`config.mk`:
```
export PLATFORM = sky130hd
export DESIGN_NAME = led_fade_pwm_flat
export DESIGN_NICKNAME = d
export VERILOG_FILES = /design/src/rtl/led_fade_pwm_if.sv /design/src/rtl/led_fade_pwm.sv /design/src/flat_wrapper.sv
export SDC_FILE = /design/constraint.sdc
export NUM_CORES = 1
export LEC_CHECK = 0
export CAP_MARGIN = 10
export CORE_UTILIZATION = 40
export CTS_CLUSTER_DIAMETER = 100
export DETAILED_ROUTE_END_ITERATION = 16
export GPL_TIMING_DRIVEN = 0
export PLACE_DENSITY = 0.54
export SYNTH_ARGS = -nofsm -noshare
export SYNTH_HDL_FRONTEND = slang
export SYNTH_SLANG_ARGS = --single-unit
export TNS_END_PERCENT = 10
```
`constraint.sdc`:
```
create_clock -name oneMHzClock -period 7.47 [get_ports oneMHzClock]
set_input_delay 1.494 -clock oneMHzClock [delete_from_list [all_inputs] [get_ports oneMHzClock]]
set_output_delay 1.494 -clock oneMHzClock [all_outputs]
set_load 0.05 [all_outputs]
```
`src/rtl/led_fade_pwm_if.sv`:
```
// led_fade_pwm_if: sequencer-to-LED-stage bundle carrying level strobes in and PWM pins out
// Signals:
//   load         - single-cycle strobe qualifying level_in
//   level_in     - packed levels, channel j at [j*LEVEL_BITS +: LEVEL_BITS]
//   LED          - registered PWM outputs, 1 = lit
//   frame_start  - one-cycle pulse at each PWM frame boundary
// Modports: master drives levels (sequencer/bench), slave is the fade/PWM stage.
interface led_fade_pwm_if #(
    parameter int CHANNELS   = 8,
    parameter int LEVEL_BITS = 4
);
    logic                           load;
    logic [CHANNELS*LEVEL_BITS-1:0] level_in;
    logic [CHANNELS-1:0]            LED;
    logic                           frame_start;
    modport master (output load, level_in, input LED, frame_start);
    modport slave (input load, level_in, output LED, frame_start);
endinterface

```
`src/rtl/led_fade_pwm.sv`:
```
// led_fade_pwm: per-channel peak-hold levels with tick-driven fade, rendered as glitch-free PWM
// Optional feature macro: FADE_GAMMA_EN (6-bit gamma-corrected PWM instead of 4-bit linear)
// Ports:
//   oneMHzClock      - sole clock, rising edge
//   reset            - asynchronous active-high, clears all state and forces LED low
//   bus.load         - single-cycle strobe qualifying bus.level_in
//   bus.level_in     - packed levels, channel j at [j*LEVEL_BITS +: LEVEL_BITS]
//   bus.LED          - registered PWM outputs, 1 = lit
//   bus.frame_start  - one-cycle pulse on the cycle the shadow compare values load
module led_fade_pwm #(
    parameter int CHANNELS   = 8,
    parameter int LEVEL_BITS = 4,
    parameter int TICK_BITS  = 12
) (
    input logic           oneMHzClock,
    input logic           reset,
    led_fade_pwm_if.slave bus
);
`ifdef FADE_GAMMA_EN
    localparam int DUTY_BITS = LEVEL_BITS + 2;
    // Perceptual brightness curve for 4-bit levels onto a 64-step frame.
    localparam int GAMMA [16] = '{0, 1, 2, 3, 4, 6, 8, 10, 13, 16, 20, 25, 31, 38, 47, 63};
`else
    localparam int DUTY_BITS = LEVEL_BITS;
`endif
    typedef logic [LEVEL_BITS-1:0] lvl_t;
    typedef logic [DUTY_BITS-1:0] duty_t;

    logic [TICK_BITS-1:0] presc_q, presc_d;
    duty_t                duty_q, duty_d;
    lvl_t [CHANNELS-1:0]  lvl_q, lvl_d, dec, lin;
    duty_t [CHANNELS-1:0] sh_q, sh_d;
    logic [CHANNELS-1:0]  led_q, led_d;
    logic                 fs_q;
    logic                 tick, frame;

    function automatic duty_t cmp_val(input lvl_t l);
`ifdef FADE_GAMMA_EN
        return duty_t'(GAMMA[l]);
`else
        return l;
`endif
    endfunction

    always_comb begin
        tick    = presc_q == '1;
        frame   = duty_q == '1;
        presc_d = presc_q + TICK_BITS'(1);
        duty_d  = duty_q + DUTY_BITS'(1);
        for (int j = 0; j < CHANNELS; j++) begin
            lin[j]   = bus.level_in[j*LEVEL_BITS +: LEVEL_BITS];
            // Decay happens before the peak-hold max, so a reload of the same level survives a tick.
            dec[j]   = (tick && lvl_q[j] != '0) ? lvl_q[j] - lvl_t'(1) : lvl_q[j];
            lvl_d[j] = (bus.load && lin[j] > dec[j]) ? lin[j] : dec[j];
            // Shadow only changes at the wrap, so each frame renders one compare value.
            sh_d[j]  = frame ? cmp_val(lvl_q[j]) : sh_q[j];
            led_d[j] = duty_q < sh_q[j];
        end
    end

    always_ff @(posedge oneMHzClock or posedge reset) begin
        if (reset) begin
            presc_q <= '0;
            duty_q  <= '0;
            lvl_q   <= '0;
            sh_q    <= '0;
            led_q   <= '0;
            fs_q    <= 1'b0;
        end else begin
            presc_q <= presc_d;
            duty_q  <= duty_d;
            lvl_q   <= lvl_d;
            sh_q    <= sh_d;
            led_q   <= led_d;
            fs_q    <= frame;
        end
    end

    assign bus.LED         = led_q;
    assign bus.frame_start = fs_q;
endmodule

```
`src/flat_wrapper.sv`:
```
// flat-port wrapper written by rule: the top's interface ports become plain ports
module led_fade_pwm_flat 
#(
    parameter int CHANNELS   = 8,
    parameter int LEVEL_BITS = 4,
    parameter int TICK_BITS  = 12
)
  (oneMHzClock, reset, bus_load, bus_level_in, bus_LED, bus_frame_start);
  led_fade_pwm_if #(.CHANNELS(CHANNELS), .LEVEL_BITS(LEVEL_BITS)) bus_i ();
  input logic oneMHzClock;
  input logic reset;
  input wire logic [$bits(bus_i.load)-1:0] bus_load;
  input wire logic [$bits(bus_i.level_in)-1:0] bus_level_in;
  output wire logic [$bits(bus_i.LED)-1:0] bus_LED;
  output wire logic [$bits(bus_i.frame_start)-1:0] bus_frame_start;
  assign bus_i.load = bus_load;
  assign bus_i.level_in = bus_level_in;
  assign bus_LED = bus_i.LED;
  assign bus_frame_start = bus_i.frame_start;
  led_fade_pwm #(.CHANNELS(CHANNELS), .LEVEL_BITS(LEVEL_BITS), .TICK_BITS(TICK_BITS)) u_core (.oneMHzClock(oneMHzClock), .reset(reset), .bus(bus_i));
endmodule
```
==> results by group <==
Timing
  • Max Slew Vio Count: 0
  • RSZ-0062 raised after global routing: false
  • TNS Setup: 0 ns
  • Final setup viols: 0
  • Fmax: about 300 MHz
  • Worst Clk Skew: 0.006190 ns
  • Fin crit share: a little under half
  • Worst Max-Slew Pin Slew: a little under 0.8 ns
  • Minimum hold slack: approximately 0.48 ns
  • Final Critical Period: 3.423 ns
  • Final Hold Viols: 0
  • Slew Limit Headroom: a little under half

Routing
  • Per-cell routed wire length: approximately 15 µm
  • TritonRoute pass-1 iters: 4
  • Met3 routed WL: ~370 µm
  • Vias per cell: slightly above 5
  • WL met1: 5641 µm
  • Top layer in use: met4
  • DR DRC count: 0
  • 1st-iter DRT viols: roughly 170
  • Wire length on met2: between 5000 and 6000 µm
  • Detailed Route WL: 12000 µm
  • Post-DRT Antenna Nets: 0
  • Via Count: about 4000

Worst setup path
  • Worst EP required: roughly 7.7 ns
  • Worst setup SP type: flop
  • R2r startpoint: u_core.presc_q[11]
  • Worst Setup Path Type: reg -> reg
  • Crit-path max FO: 9
  • End of the worst register-to-register path: u_core.lvl_q[20]
  • WP data arrival: approximately 3.7 ns
  • Register-to-register setup slack: approximately 4.0 ns
  • CP Capture Type: flop
  • R2r worst-path depth: 9

Synth
  • FFs w/ async S/R, synth: 100.0%
  • Yosys warning count: 0
  • Area leader, netlist: dfrtp_1
  • Post-Synthesis Cells: approximately 550
  • Synth Flop Type: dfrtp_1
  • Sequential fraction of the synthesis area: between 30% and 40%
  • Library cells used by synthesis: 33
  • Synth Cell Area: ~5700 µm²
  • Top cells by area, synth: dfrtp_1 (39%), ha_1 (15%), mux2i_1 (7.1%)
  • Commonest cells in the synthesized netlist: dfrtp_1 (89), inv_1 (84), ha_1 (66)
  • Synthesized flop and latch total: 89
  • Post-synth EDFFs: 0
  • Avg Cell Area, Syn: just over 10 µm²
  • Yosys top cell area share: 39.24%
  • Syn_nets: approximately 650
  • Most frequent cell after synthesis: dfrtp_1

Global routing
  • Largest net degree at the start of global routing: 63
  • Number of global-route vias before repair: ~4100
  • Tot GR Track Use: approximately 19%
  • First-pass GRT wire length: 20510 µm
  • Congestion Overflow GR: 0
  • Initial antenna violation count: 0

Die
  • Starting Density: 40.89%
  • Die H: between 100 and 150 µm
  • Area of the die: approximately 15000 µm²
  • Chip Width: between 100 and 150 µm
  • Core area: between 10000 and 15000 µm²
  • Io pins: 44
  • FP Rows: 43

Clocking
  • Cts-stage hold buffer count: 0
  • Post-CTS Setup Inserts: 0
  • Clk_lat worst skew: roughly 0.35 ns
  • Cts bufs inserted: 9
  • Worst-path clk slew: around 0.07 ns
  • Deepest clock path buffer count: 2
  • CTS tree: done
  • CTS root buf: clkbuf_16
  • H-tree depth: 3
  • Post-cts resize count: 0
  • Clk sinks: a little under 90

Pwr
  • Clock network power share: between 20 and 25%
  • Logic gate share of total power: between 30% and 40%
  • NetSw: 0.0007702 W
  • Switching part of the total: between 30% and 40%
  • Reg power frac: 37.8%
  • Internal: approximately 0.0014 W
  • P per Cell Area: 321.3 nW/µm²
  • Worst VDD drop: around 0.16 mV
  • Pleak: 3.227 nW

Min path
  • Worst hold path type: reg -> reg
  • Worst Hold Depth: 1
  • WHS Endpoint: u_core.presc_q[0]
  • Hold_sp: u_core.presc_q[0]

Run status
  • Status: complete, no violations

Cells and area
  • Utilization after layout: between 40% and 50%
  • Net count, final: 703
  • Layout cell share with drive strength beyond 1: about 11%
  • Synthesis-to-layout area growth: 17.55%
  • Antenna diodes: 0
  • Fillers: 1297

Placement
  • HPWL Detailed: 8691 µm
  • Port Buf Inserts: 42
  • Gpl congestion: 0.7410

Job
  • Number of max-cap violations: 0
-- cell type report --
cell class                 count  area, µm²  area share, %
multi-input combinational    361       3052          45.74
clock inverter                 7      95.09          1.425
buffer                        14      81.33          1.219
timing repair buffer          43      447.9          6.714
tap                          180      225.2          3.376
inverter                      84      317.8          4.764
sequential                    89       2227          33.38
clock buffer                   9      225.2          3.376
-- per-stage QoR --
step | total power, W | setup WS [ns] | instance area [µm²] | std cells
5_1_grt | 0.002344 | 3.811 | 6671 | 787
4_1_cts | 0.002176 | 4.055 | 6671 | 787
3_3_place_gp | 0.001634 | 2.213 | 6321 | 770
2_1_floorplan | 0.001445 | 3.669 | 5675 | 548
3_5_place_dp | 0.001672 | 4.073 | 6351 | 771
6_report | 0.002143 | 4.047 | 6671 | 787
-- logic make-up after synthesis --
group	synth area share [%]
DFF	39.24
xor gates and xnor gates	4.012
AOI/OAI and AO/OA	8.113
adders and majority gates	14.55
and+or+nand+nor	15.28
buffers and inverters	6.989
muxes	11.82
-- critical path, stage by stage, from the launching register on --
cell      delay [ns]
dfrtp_1         0.67
nand3_2         0.40
or4_4           0.62
mux2i_1         0.23
inv_1           0.07
ha_1            0.29
nor2b_1         0.14
o211ai_1        0.09
a21oi_1         0.40
mux2_2          0.39
-- worst max path at each step --
| stage | start | to |
|---|---|---|
| after CTS | u_core.presc_q[11] | u_core.lvl_q[20] |
| final | u_core.presc_q[11] | u_core.lvl_q[20] |
| after global placement | reset | u_core.lvl_q[18] |
| after detailed placement | bus_level_in[8] | u_core.lvl_q[8] |
| after floorplan | reset | u_core.bus.LED[0] |
| after global routing | u_core.presc_q[0] | u_core.lvl_q[17] |
-- routing by layer --
layer	GRT usage, %	vias to the layer above
li1	-	1994
met1	23.91	1935
met2	31.36	49
met3	3.806	10
met4	5.093	0
met5	0	-
-- flip-flops by register name, indices dropped and copies added (netlist names) --
signal and count:
u_core.bus.LED 8, u_core.bus.frame_start 1, u_core.duty_q 4, u_core.lvl_q 32
u_core.presc_q 12, u_core.sh_q 32
-- cell usage in the layout, fill, tap and decap left out, types with 7 or more instances in the layout --
master / synthesis / routed
dfrtp_1: 89 / 89
inv_1: 84 / 83
ha_1: 66 / 66
nand2_1: 43 / 43
clkdlybuf4s50_1: 0 / 42
mux2i_1: 40 / 40
a21oi_1: 32 / 32
o21ai_0: 24 / 24
mux2_2: 17 / 17
nor2b_1: 16 / 16
a21o_1: 16 / 16
clkbuf_16: 0 / 9
clkbuf_1: 8 / 8
nor4_2: 8 / 8
nor3b_1: 8 / 8
or4b_1: 8 / 8
o211ai_1: 8 / 8
nand4_1: 8 / 8
nor4_1: 8 / 8
nand2b_1: 8 / 8
or4_4: 7 / 7
xnor2_2: 7 / 7
xor2_1: 7 / 7
mux2_1: 7 / 7
-- power by group through the flow --
stage	clock, W	combinational, W	sequential [W]
floorplan	0	0.000622	0.000823
global placement	0	0.000815	0.000818
detailed placement	0	0.000850	0.000822
CTS	0.000503	0.000861	0.000813
global route	0.000526	0.000975	0.000843
finish	0.000487	0.000846	0.000811
Power figures use the tool's default switching activity.
